$ cat src/rtl/vec_norm.sv
// rtl/vec_norm.sv - Euclidean norm of a packed vector via shared shift-add squarer and serial root
module vec_norm #(
    parameter int WIDTH = 8,
    parameter int DIMS  = 3,
    localparam int SUMW = 2 * WIDTH + $clog2(DIMS),
    localparam int RW   = (SUMW + 1) / 2
) (
    input  logic                  clk,
    input  logic                  rst,
    input  logic                  start,
    input  logic                  mode,
    input  logic [DIMS*WIDTH-1:0] x,
    output logic                  ready,
    output logic                  busy,
    output logic                  done,
    output logic [RW-1:0]         y,
    output logic [SUMW-1:0]       y_sq
);

    localparam int PW  = 2 * WIDTH;
    localparam int OPW = 2 * RW;
    localparam int IW  = (DIMS > 1) ? $clog2(DIMS) : 1;
    localparam int BW  = $clog2(WIDTH);
    localparam int RCW = $clog2(RW);

    localparam logic [IW-1:0]  IDX_LAST  = IW'(DIMS - 1);
    localparam logic [BW-1:0]  BIT_LAST  = BW'(WIDTH - 1);
    localparam logic [RCW-1:0] RCNT_LAST = RCW'(RW - 1);

    typedef enum logic [1:0] {S_IDLE, S_SQUARE, S_ROOT, S_OUT} state_t;

    state_t state_q, state_d;

    logic [DIMS*WIDTH-1:0] xs_q, xs_d;
    logic                  mode_q, mode_d;
    logic [IW-1:0]         idx_q, idx_d;
    logic [BW-1:0]         bit_q, bit_d;
    logic [PW-1:0]         prod_q, prod_d;
    logic [SUMW-1:0]       acc_q, acc_d;
    logic [OPW-1:0]        op_q, op_d;
    logic [RW:0]           rem_q, rem_d;
    logic [RW-1:0]         root_q, root_d;
    logic [RCW-1:0]        rcnt_q, rcnt_d;
    logic                  done_q, done_d;
    logic [RW-1:0]         y_q, y_d;
    logic [SUMW-1:0]       y_sq_q, y_sq_d;

    // The element being squared always sits in the low slice; xs_q shifts down per element.
    logic [WIDTH-1:0] cur;
    logic [PW-1:0]    addend;
    logic [PW-1:0]    prod_sum;
    logic             sq_last_step;
    logic             sq_done;
    logic [RW+2:0]    rsh;
    logic [RW+2:0]    trial;
    logic             fits;

    assign cur          = xs_q[WIDTH-1:0];
    assign addend       = cur[bit_q] ? (PW'(cur) << bit_q) : '0;
    assign prod_sum     = prod_q + addend;
    assign sq_last_step = (bit_q == BIT_LAST);
    assign sq_done      = sq_last_step && (idx_q == IDX_LAST);

    // Restoring root step: bring down two operand bits, try subtracting 4*root+1.
    assign rsh   = {rem_q, op_q[OPW-1 -: 2]};
    assign trial = {1'b0, root_q, 2'b01};
    assign fits  = (rsh >= trial);

    // State register with synchronous active-low reset
    always_ff @(posedge clk) begin
        if (!rst) begin
            state_q <= S_IDLE;
        end else begin
            state_q <= state_d;
        end
    end

    // Next-state decode
    always_comb begin
        state_d = state_q;
        unique case (state_q)
            S_IDLE:   if (start) state_d = S_SQUARE;
            S_SQUARE: if (sq_done) state_d = mode_q ? S_OUT : S_ROOT;
            S_ROOT:   if (rcnt_q == RCNT_LAST) state_d = S_OUT;
            S_OUT:    state_d = S_IDLE;
            default:  state_d = S_IDLE;
        endcase
    end

    // Outputs: handshake decoded from the registered state, results from holding registers
    always_comb begin
        ready = (state_q == S_IDLE);
        busy  = (state_q != S_IDLE);
        done  = done_q;
        y     = y_q;
        y_sq  = y_sq_q;
    end

    // Datapath next-state: latch operands, squarer steps, root steps, result capture
    always_comb begin
        xs_d   = xs_q;
        mode_d = mode_q;
        idx_d  = idx_q;
        bit_d  = bit_q;
        prod_d = prod_q;
        acc_d  = acc_q;
        op_d   = op_q;
        rem_d  = rem_q;
        root_d = root_q;
        rcnt_d = rcnt_q;
        done_d = 1'b0;
        y_d    = y_q;
        y_sq_d = y_sq_q;
        unique case (state_q)
            S_IDLE: begin
                if (start) begin
                    xs_d   = x;
                    mode_d = mode;
                    idx_d  = '0;
                    bit_d  = '0;
                    prod_d = '0;
                    acc_d  = '0;
                end
            end
            S_SQUARE: begin
                if (sq_last_step) begin
                    acc_d  = acc_q + SUMW'(prod_sum);
                    prod_d = '0;
                    bit_d  = '0;
                    idx_d  = idx_q + 1'b1;
                    xs_d   = xs_q >> WIDTH;
                end else begin
                    prod_d = prod_sum;
                    bit_d  = bit_q + 1'b1;
                end
                if (sq_done) begin
                    op_d   = OPW'(acc_d);
                    rem_d  = '0;
                    root_d = '0;
                    rcnt_d = '0;
                end
            end
            S_ROOT: begin
                op_d   = op_q << 2;
                rem_d  = fits ? (rsh[RW:0] - trial[RW:0]) : rsh[RW:0];
                root_d = {root_q[RW-2:0], fits};
                rcnt_d = rcnt_q + 1'b1;
            end
            S_OUT: begin
                y_sq_d = acc_q;
                y_d    = mode_q ? '0 : root_q;
                done_d = 1'b1;
            end
            default: ;
        endcase
    end

    // Datapath registers; reset drops any in-flight operation and clears results
    always_ff @(posedge clk) begin
        if (!rst) begin
            xs_q   <= '0;
            mode_q <= 1'b0;
            idx_q  <= '0;
            bit_q  <= '0;
            prod_q <= '0;
            acc_q  <= '0;
            op_q   <= '0;
            rem_q  <= '0;
            root_q <= '0;
            rcnt_q <= '0;
            done_q <= 1'b0;
            y_q    <= '0;
            y_sq_q <= '0;
        end else begin
            xs_q   <= xs_d;
            mode_q <= mode_d;
            idx_q  <= idx_d;
            bit_q  <= bit_d;
            prod_q <= prod_d;
            acc_q  <= acc_d;
            op_q   <= op_d;
            rem_q  <= rem_d;
            root_q <= root_d;
            rcnt_q <= rcnt_d;
            done_q <= done_d;
            y_q    <= y_d;
            y_sq_q <= y_sq_d;
        end
    end

endmodule

$ cat config.mk
export PLATFORM = sky130hd
export DESIGN_NAME = vec_norm
export DESIGN_NICKNAME = d
export VERILOG_FILES = /design/src/rtl/vec_norm.sv
export SDC_FILE = /design/constraint.sdc
export NUM_CORES = 1
export LEC_CHECK = 0
export BUFFER_PORTS_ARGS = -buffer_cell sky130_fd_sc_hd__buf_2
export CORE_MARGIN = 8
export CORE_UTILIZATION = 30
export CTS_CLUSTER_SIZE = 14
export DETAILED_ROUTE_END_ITERATION = 7
export GPL_TIMING_DRIVEN = 0
export SETUP_SLACK_MARGIN = 0.5
export SLEW_MARGIN = 20
export SYNTH_ARGS = -nofsm -noshare
export SYNTH_HDL_FRONTEND = slang
export SYNTH_SLANG_ARGS = --single-unit
export TNS_END_PERCENT = 5
$ cat constraint.sdc
create_clock -name clk -period 12.5 [get_ports clk]
set_input_delay 0.625 -clock clk [delete_from_list [all_inputs] [get_ports clk]]
set_output_delay 0.625 -clock clk [all_outputs]
set_load 0.02 [all_outputs]
==> results of run 1 <==
==> cells by family after synthesis <==
kind of cell    Yosys count  share of synthesized area
buf+inv                  94                     0.0460
xor+xnor                 30                     0.0332
flops                   135                      0.342
fa+ha+maj                53                     0.0858
simple gates            310                      0.193
compound gates          251                      0.222
mux                      59                     0.0785
==> where the power goes <==
group	leakage, µW	internal, µW	switching (µW)
Sequential	0.00109	482	40.1
Clock	0.000291	322	206
Combinational	0.00231	255	411
==> stage by stage <==
step / hold slack [ps] / setup slack, ps / std cells / util / instance area (µm²)
6_report: 447 / 7020 / 1355 / 0.355 / 9220
5_1_grt: 459 / 6740 / 1355 / 0.355 / 9220
4_1_cts: 444 / 7110 / 1355 / 0.355 / 9220
3_5_place_dp: 451 / 7150 / 1323 / 0.331 / 8610
3_3_place_gp: 452 / 7170 / 1323 / 0.331 / 8610
2_1_floorplan: 420 / 7700 / 932 / - / 7910
==> critical path, cell delays in order, from the launching register on <==
cell,delay (ps)
dfxtp_1,330
clkbuf_1,410
clkbuf_1,390
inv_1,100
a31oi_1,280
nor2_1,90
ha_1,330
nor2b_1,170
o31a_1,310
o21a_1,200
o21a_1,190
o21a_1,170
or3_1,320
and2_1,200
ha_1,350
a21o_1,210
a21o_1,180
a21oi_2,150
o21ai_2,90
a311oi_2,370
xnor2_1,150
o41a_1,380
==> cell usage in the layout (no fill, tap or decap), types with 5 or more instances in the layout <==
| cell | instances |
|---|---|
| and3_1 | 7 |
| nand3_1 | 20 |
| a22o_1 | 7 |
| a21o_1 | 20 |
| and2_1 | 21 |
| mux2i_1 | 53 |
| o21ai_0 | 33 |
| o211ai_1 | 7 |
| nand4_1 | 6 |
| o22ai_1 | 9 |
| clkbuf_16 | 17 |
| a31oi_1 | 7 |
| inv_1 | 38 |
| nor2b_1 | 48 |
| a22oi_1 | 34 |
| dfxtp_1 | 135 |
| buf_1 | 5 |
| xor2_1 | 11 |
| a21oi_1 | 40 |
| nor2_1 | 94 |
| clkbuf_1 | 43 |
| nand2_1 | 70 |
| nand2b_1 | 8 |
| nor3_1 | 12 |
| ha_1 | 51 |
| o21a_1 | 12 |
| xnor2_1 | 19 |
| o21ai_1 | 13 |
| or3_1 | 6 |
| buf_2 | 62 |
| a211oi_1 | 28 |
==> path summary, 6_finish.rpt <==
| kind | from | endpoint |
|---|---|---|
| min | x[16] | xs_q[16] |
| max reg2reg | bit_q[1] | op_q[15] |
| min reg2reg | op_q[11] | op_q[11] |
| max | bit_q[1] | op_q[15] |
==> area by class of cell <==
type / count / area [µm²] / area share
multi-input cells: 703 / 4840 / 0.525
flip-flops and latches: 135 / 2700 / 0.293
inverters: 40 / 150 / 0.0163
clock inverters: 13 / 170 / 0.0185
well taps: 335 / 419 / 0.0455
plain buffers: 54 / 214 / 0.0232
clock buffers: 19 / 443 / 0.0480
repair buffers: 56 / 280 / 0.0304
==> per-layer routing <==
metal	global-route usage	vias up	routed length [µm]
li1	-	3483	-
met5	0	-	0
met1	0.201	3230	11200
met3	0.0233	25	1050
met4	0.0493	0	425
met2	0.216	172	9630
==> registers in the layout (all words and copies together), names as in the netlist <==
signal,cells
y,9
acc_q,18
done,1
idx_q,2
bit_q,3
rcnt_q,4
mode_q,1
xs_q,24
prod_q,16
root_q,9
rem_q,10
state_q,2
y_sq,18
op_q,18
==> qor.yml, run 1 <==
logic_synthesis:
  synth_nets: 1013
  syn_avg_cell_area_um2: 8.48
  netlist_instances: 932
  synthTopCellsByCount: "dfxtp_1, nor2_1, nand2_1, mux2i_1, ha_1"
  synth.most_common_cell: "dfxtp_1"
  ys_warn_count: 0
  synth_flop_cell: "dfxtp_1"
  synthesis.area_um2: 7910
  async_flop_share: 0
  ys_seq_elements: 135
  synth_top_cell_area_share: 0.342
  ys_seq_area_frac: 0.342
  synth_edf_count: 0
  synth_area_leader_cell: "dfxtp_1"
  synthTopCellsByArea: "dfxtp_1, ha_1, mux2i_1"
  yosysUniqueCellTypes: 65
power_and_ir_drop:
  power_per_cell_area_nw_per_um2: 186
  total_power_uw: 1720
  irDropWorstVdd_mv: 0.106
  leakage_uw: 0.00370
status:
  outcome: "finished clean"
clock_network:
  cts_setup_buffers: 0
  clockBufferDepth: 2
  cts.sinks: 135
  cts_resized: 0
  cts-htree-levels: 4
  insertion_delay_ps: 430
  cts_tree: "built"
  cts.clk_slew.worst_paths_ps: 60
  numCtsBuffers: 17
  root_buffer: "clkbuf_16"
  cts_hold_buffers: 0
grt:
  gr-usage-all-layers: 0.143
  antenna_found_initial: 0
  grt_pass1_vias: 6831
  grt_pass1_wl_mm: 36.4
  grt-ovfl-total: 0
  grt_max_degree: 17
sta:
  skew_ps: 16.4
  setup_viol: 0
  fin_crit_sh: 0.438
  worstMarginPinSlew_ps: 931
  hold_viol: 0
  tns_ps: 0
  max_freq_ghz: 0.183
  fin_crit_ps: 5480
  max_slew_margin: 0.379
  rsz0062_at_grt: "no"
  slew_viol_final: 0
min_path:
  min_path_type: "in -> reg"
  hold_depth: 3
floorplanning:
  core_um2: 26000
  io-pin-count: 58
  num_rows: 59
  die_width_um: 178
  die_h_um: 178
  initial_utilization: 0.304
  dieArea_um2: 31800
detailed_routing:
  detail_route.wl_per_cell_um: 16.5
  wirelength_mm: 22.3
  num_vias: 6910
  postRouteAntennaNets: 0
  viasPerCell: 5.10
  firstDrtPassIters: 5
  drc: 0
  drt-initial-drc-count: 413
final_layout:
  nNetsFinal: 1088
  fillers: 2723
  syn_to_final_growth_pct: 16.6
  layout-drive-gt1-share: 0.113
  antenna_cells: 0
place:
  dp_hpwl_mm: 16.9
  gp_congestion: 0.884
  place.port_buffers: 56
setup_path:
  crit_arrival_ps: 5780
  endpoint_kind: "flop"
  rr_worst_depth: 21
  required_ps: 12800
  startpoint_type: "flop"
  cp_max_fo: 10
  crit_type: "reg -> reg"
  r2r_slack_ps: 7020
job:
  max-cap-violations: 0
Note: power is estimated with default switching activity, not from simulation.
==> run 2, diff against run 1 <==
- clock period: 12.5 -> 5.2 ns (I/O delays scaled with it)
==> run 2 against run 1 <==
Combinational power grew to 2.5 times the previous value. Worst hold slack lost 350 ps. Critical endpoint unchanged. Final cell count grew 2.0%. Largest power group unchanged. Critical path type unchanged.
==> qor.yml, run 2 (synthesis results as in run 1) <==
job:
  max-cap-violations: 0  # unchanged
final_layout:
  regMostFlops: "xs_q"
  syn_to_final_growth_pct: 22.2
  multi_input_area_um2: 5000  # +3.3%
  largest_reg_flops: 24  # unchanged
  final_common_cell: "dfxtp_1"
  antenna_cells: 0  # unchanged
  nNetsFinal: 1115  # +2.5%
  utilization: 0.372  # +0.0170
  fillers: 2667  # -2.1%
  seqCellArea_um2: 2710  # +0.42%
  layout-drive-gt1-share: 0.175  # +0.0620
  final_cell_mix: "dfxtp_1, nor2_1, nand2_1"
clock_network:
  clockBufferDepth: 2  # unchanged
  cts-htree-levels: 4  # unchanged
  insertion_delay_ps: 420  # about the same
  root_buffer: "clkbuf_16"
  cts.sinks: 135  # unchanged
  cts_tree: "built"
  numCtsBuffers: 17  # unchanged
  cts_hold_buffers: 0  # unchanged
  cts.clk_slew.worst_paths_ps: 60  # about the same
setup_path:
  crit_chain: "buf_8 -> mux2i_4 -> nor2_1 -> a31oi_1 -> nor2_2 -> ha_4 -> nor2b_4 -> o31a_1 -> o21a_1 -> o21a_1 -> o21a_1 -> or3_4 -> and2_4 -> ha_4 -> a21o_1 -> a21o_1 -> a21oi_2 -> o21ai_2 -> a311oi_2 -> xnor2_1 -> o41a_1"
  endpoint_kind: "flop"
  slowest_stage: "a311oi_2"
  reg2reg_from: "bit_q[1]"
  cpMostUsedCell: "o21a_1"
  cpPeakStageDelay_ps: 400  # about the same
  startpoint_type: "flop"
  required_ps: 5500  # -7300 ps
  crit_arrival_ps: 5090  # -690 ps
  critPathBufInv: 1  # -2
  crit_start: "bit_q[1]"
  r2r_slack_ps: 420  # -6600 ps
  path_delay_family: "compound AO/OA/AOI/OAI gates"
  cp_max_fo: 5  # -5
  crit_type: "reg -> reg"
min_path:
  holdCritStartpoint: "x[16]"
  min_path_type: "in -> reg"
floorplanning:
  die_h_um: 178  # unchanged
  io-pin-count: 58  # unchanged
  die_width_um: 178  # unchanged
  initial_utilization: 0.304  # unchanged
  core_um2: 26000  # unchanged
  dieArea_um2: 31800  # unchanged
  num_rows: 59  # unchanged
power_and_ir_drop:
  total_power_uw: 4230  # +150%
  leakage_uw: 0.00391  # +5.7%
  irDropWorstVdd_mv: 0.267  # +150%
  power_per_cell_area_nw_per_um2: 438  # +140%
sta:
  fin_crit_sh: 0.920  # +0.481
  worstMarginPinSlew_ps: 969  # +37.2 ps
  slew_viol_final: 0  # unchanged
  max_freq_ghz: 0.209  # +15%
  setup_viol: 0  # unchanged
  skew_ps: 9.18  # -7.21 ps
  rsz0062_at_grt: "yes"
  fin_crit_ps: 4780  # -695 ps
  max_slew_margin: 0.354  # -0.0248
  hold_viol: 0  # unchanged
  tns_ps: 0  # unchanged
detailed_routing:
  drt-initial-drc-count: 413  # unchanged
  drc: 0  # unchanged
  num_vias: 7089  # +2.6%
  firstDrtPassIters: 5  # unchanged
  postRouteAntennaNets: 0  # unchanged
  wirelength_mm: 22.9  # +2.7%
  viasPerCell: 5.13  # +0.59%
  detail_route.wl_per_cell_um: 16.6  # +0.70%
grt:
  grt_pass1_wl_mm: 36.4  # unchanged
  grt_pass1_vias: 6784  # -0.69%
  grt_max_degree: 17  # unchanged
  antenna_found_initial: 0  # unchanged
  gr-usage-all-layers: 0.143  # about the same
  grt-ovfl-total: 0  # unchanged
place:
  dp_hpwl_mm: 16.8  # -0.54%
  gp_congestion: 0.882  # -0.23%
  place.port_buffers: 56  # unchanged
status:
  outcome: "finished clean"
[run 2: worst min-delay path, delay by kind of cell]
family | cells | cell delay [ps]
AND/OR/NAND/NOR | 1 | 80
AO/OA/AOI/OAI | 1 | 60
buffers and inverters | 1 | 70
[run 2: cell type report]
class,count,share of cell area
plain buffers,54,0.0268
inverters,40,0.0155
repair buffers,83,0.0518
well taps,335,0.0434
clock buffers,19,0.0469
flip-flops and latches,135,0.281
multi-input cells,703,0.517
clock inverters,13,0.0174
[run 2: routing by layer]
layer  wire [µm]  vias up  global-route usage
li1            -     3538                   -
met2       10100      191               0.219
met5           0        -                   0
met3        1070       26              0.0243
met1       11500     3334               0.203
met4         312        0              0.0386
[run 2: final timing paths]
| path | depth (start not counted) | end |
|---|---|---|
| max reg2reg | 21 | op_q[15] |
| min | 3 | xs_q[16] |
| max | 21 | op_q[15] |
| min reg2reg | 2 | op_q[11] |
[run 2: what timing repair did]
action	4_1_cts	5_1_grt
gates cloned	0	1
resized for setup	19	47
setup buffers	10	16
pin swaps	14	22
setup endpoints to repair	10	14
[run 2: stage by stage]
stage	std cells	instance area, µm²	setup WS (ps)	hold WS (ps)
finish	1382	9660	418	95.5
global route	1382	9660	304	104
CTS	1365	9360	457	87.3
detailed placement	1323	8610	50.4	449
global placement	1323	8610	65.1	446
floorplan	932	7910	506	416
[run 2: power breakdown]
group,internal (µW),switching [µW],leakage [µW]
logic,685,1010,0.00251
registers,1160,99.6,0.00110
clock network,786,490,0.000301
==> run 3, diff against run 2 <==
- CORE_UTILIZATION: 30 -> 28
==> run 3 against run 2 <==
Routed wire length shrank 0.93%. Clock power shrank 12%. First-iteration DRC count increased by 4.4%. Sequential share of layout area increased by 0.13 points. Core utilization down 2.6 points. Worst hold slack lost 10 ps. Final area fell by 0.57%. Highest routed layer unchanged. Critical endpoint unchanged. Sequential power about the same. Critical path type unchanged. Register-to-register slack improved by 50 ps. Largest cell class unchanged. Die area grew 6.5%. Largest power group unchanged.
==> qor.yml, run 3 (synthesis results as in run 1) <==
sta:
  hold_viol: 0  # unchanged
  slew_viol_final: 0  # unchanged
  setup_viol: 0  # unchanged
  fin_crit_sh: 0.911  # -0.00902
  rsz0062_at_grt: "yes"
  fin_crit_ps: 4740  # -46.9 ps
  finalWorstSetupSlack_ps: 465  # +46.9 ps
  fin_worst_hold_slack_ps: 85.5  # -9.99 ps
  max_freq_ghz: 0.211  # +0.99%
  max_slew_margin: 0.382  # +0.0274
  worstMarginPinSlew_ps: 928  # -41.1 ps
  skew_ps: 13.8  # +4.58 ps
clock_network:
  insertion_delay_ps: 430  # about the same
  cts_tree: "built"
  root_buffer: "clkbuf_16"
  cts_hold_buffers: 0  # unchanged
  numCtsBuffers: 17  # unchanged
  cts-htree-levels: 4  # unchanged
  cts.sinks: 135  # unchanged
  clockBufferDepth: 2  # unchanged
  cts.clk_slew.worst_paths_ps: 60  # about the same
detailed_routing:
  drc: 0  # unchanged
  viasPerCell: 4.95  # -3.4%
  postRouteAntennaNets: 0  # unchanged
  num_vias: 7018  # -1.0%
  firstDrtPassIters: 5  # unchanged
  wirelength_mm: 22.7  # -0.93%
  detail_route.wl_per_cell_um: 16.0  # -3.4%
  drt-initial-drc-count: 431  # +4.4%
grt:
  grt_pass1_vias: 6709  # -1.1%
  gr-usage-all-layers: 0.132  # -0.0108
  grtUsageMet1: 0.182  # -0.0205
  grt_pass1_wl_mm: 35.8  # -1.7%
  grt-ovfl-total: 0  # unchanged
  use_met2: 0.201  # -0.0178
  top_usage_layer: "met2"
  antenna_found_initial: 0  # unchanged
  grt_max_degree: 17  # unchanged
  met3_usage: 0.0263  # +0.00194
final_layout:
  final_cell_mix: "dfxtp_1, nor2_1, nand2_1"
  layout-drive-gt1-share: 0.169  # -0.00539
  fin_area_um2: 9610  # -0.57%
  nNetsFinal: 1107  # -0.72%
  syn_to_final_growth_pct: 21.5
  regMostFlops: "xs_q"
  final_common_cell: "dfxtp_1"
  antenna_cells: 0  # unchanged
  largest_reg_flops: 24  # unchanged
floorplanning:
  die_width_um: 184  # +3.2%
  io-pin-count: 58  # unchanged
  core_um2: 27800  # +6.9%
  die_h_um: 184  # +3.2%
  dieArea_um2: 33900  # +6.5%
  num_rows: 61  # +3.4%
  initial_utilization: 0.285  # -0.0197
power_and_ir_drop:
  leakage_uw: 0.00382  # -2.2%
  power_per_cell_area_nw_per_um2: 428  # -2.3%
  irDropWorstVdd_mv: 0.228  # -15%
  total_power_uw: 4110  # -2.9%
place:
  place_ws_ps: -12.7  # -63.1 ps
  dp_hpwl_mm: 16.8  # +0.47%
  placed_area_um2: 8660  # +0.62%
  place.port_buffers: 56  # unchanged
  gp_congestion: 0.858  # -2.7%
setup_path:
  crit_arrival_ps: 5040  # -50 ps
  cp_max_fo: 6  # +1
  crit_type: "reg -> reg"
  required_ps: 5500  # about the same
  endpoint_kind: "flop"
  startpoint_type: "flop"
job:
  max-cap-violations: 0  # unchanged
min_path:
  min_path_type: "in -> reg"
status:
  outcome: "finished clean"
[run 3: final timing paths]
kind	start	end	slack, ps	cells after the start
max	bit_q[0]	op_q[15]	460	22
min	x[18]	xs_q[18]	90	3
max reg2reg	bit_q[0]	op_q[15]	460	22
min reg2reg	rem_q[8]	rem_q[8]	460	2
[run 3: report_power, final]
part / leakage (µW) / switching, µW / internal (µW)
logic: 0.00248 / 1030 / 686
registers: 0.00110 / 100 / 1160
clock network: 0.000250 / 514 / 619
total: 0.00382 / 1640 / 2470
[run 3: layout make-up]
cell class,count,area (µm²)
fill,2919,18200
multi-input combinational,703,5030
sequential,135,2710
tap,378,473
timing repair buffer,75,427
clock buffer,17,425
buffer,54,267
inverter,40,150
clock inverter,15,120
[run 3: routing by layer]
layer,part of all wire,vias up
met5,0,-
met4,0.018,0
met3,0.044,27
met2,0.44,150
met1,0.50,3309
li1,-,3532
[run 3: critical path: stages (launching register included)]
cell	delay [ps]
dfxtp_4	380
buf_6	100
mux4_2	500
nand2_2	80
and2_4	140
buf_8	110
nor2_4	40
ha_4	210
o21a_1	100
o31a_1	130
o21a_1	200
o21a_1	200
o21a_1	200
or3_4	390
and2_4	180
ha_4	250
a21o_1	160
a21o_1	160
a21oi_2	130
o21ai_2	90
a311oi_2	320
xnor2_1	150
o41a_1	390
[run 3: what timing repair did]
action	CTS	global route
resized for setup	19	51
pin swaps	5	24
setup endpoints to repair	12	14
buffers inserted	4	15
[run 3: through the flow]
step	instances	setup TNS (ps)	utilization
after floorplan	932	0	-
after global placement	1366	0	0.312
after detailed placement	1366	-12.7	0.312
after CTS	1402	0	0.335
after global routing	1417	0	0.346
final	1417	0	0.346
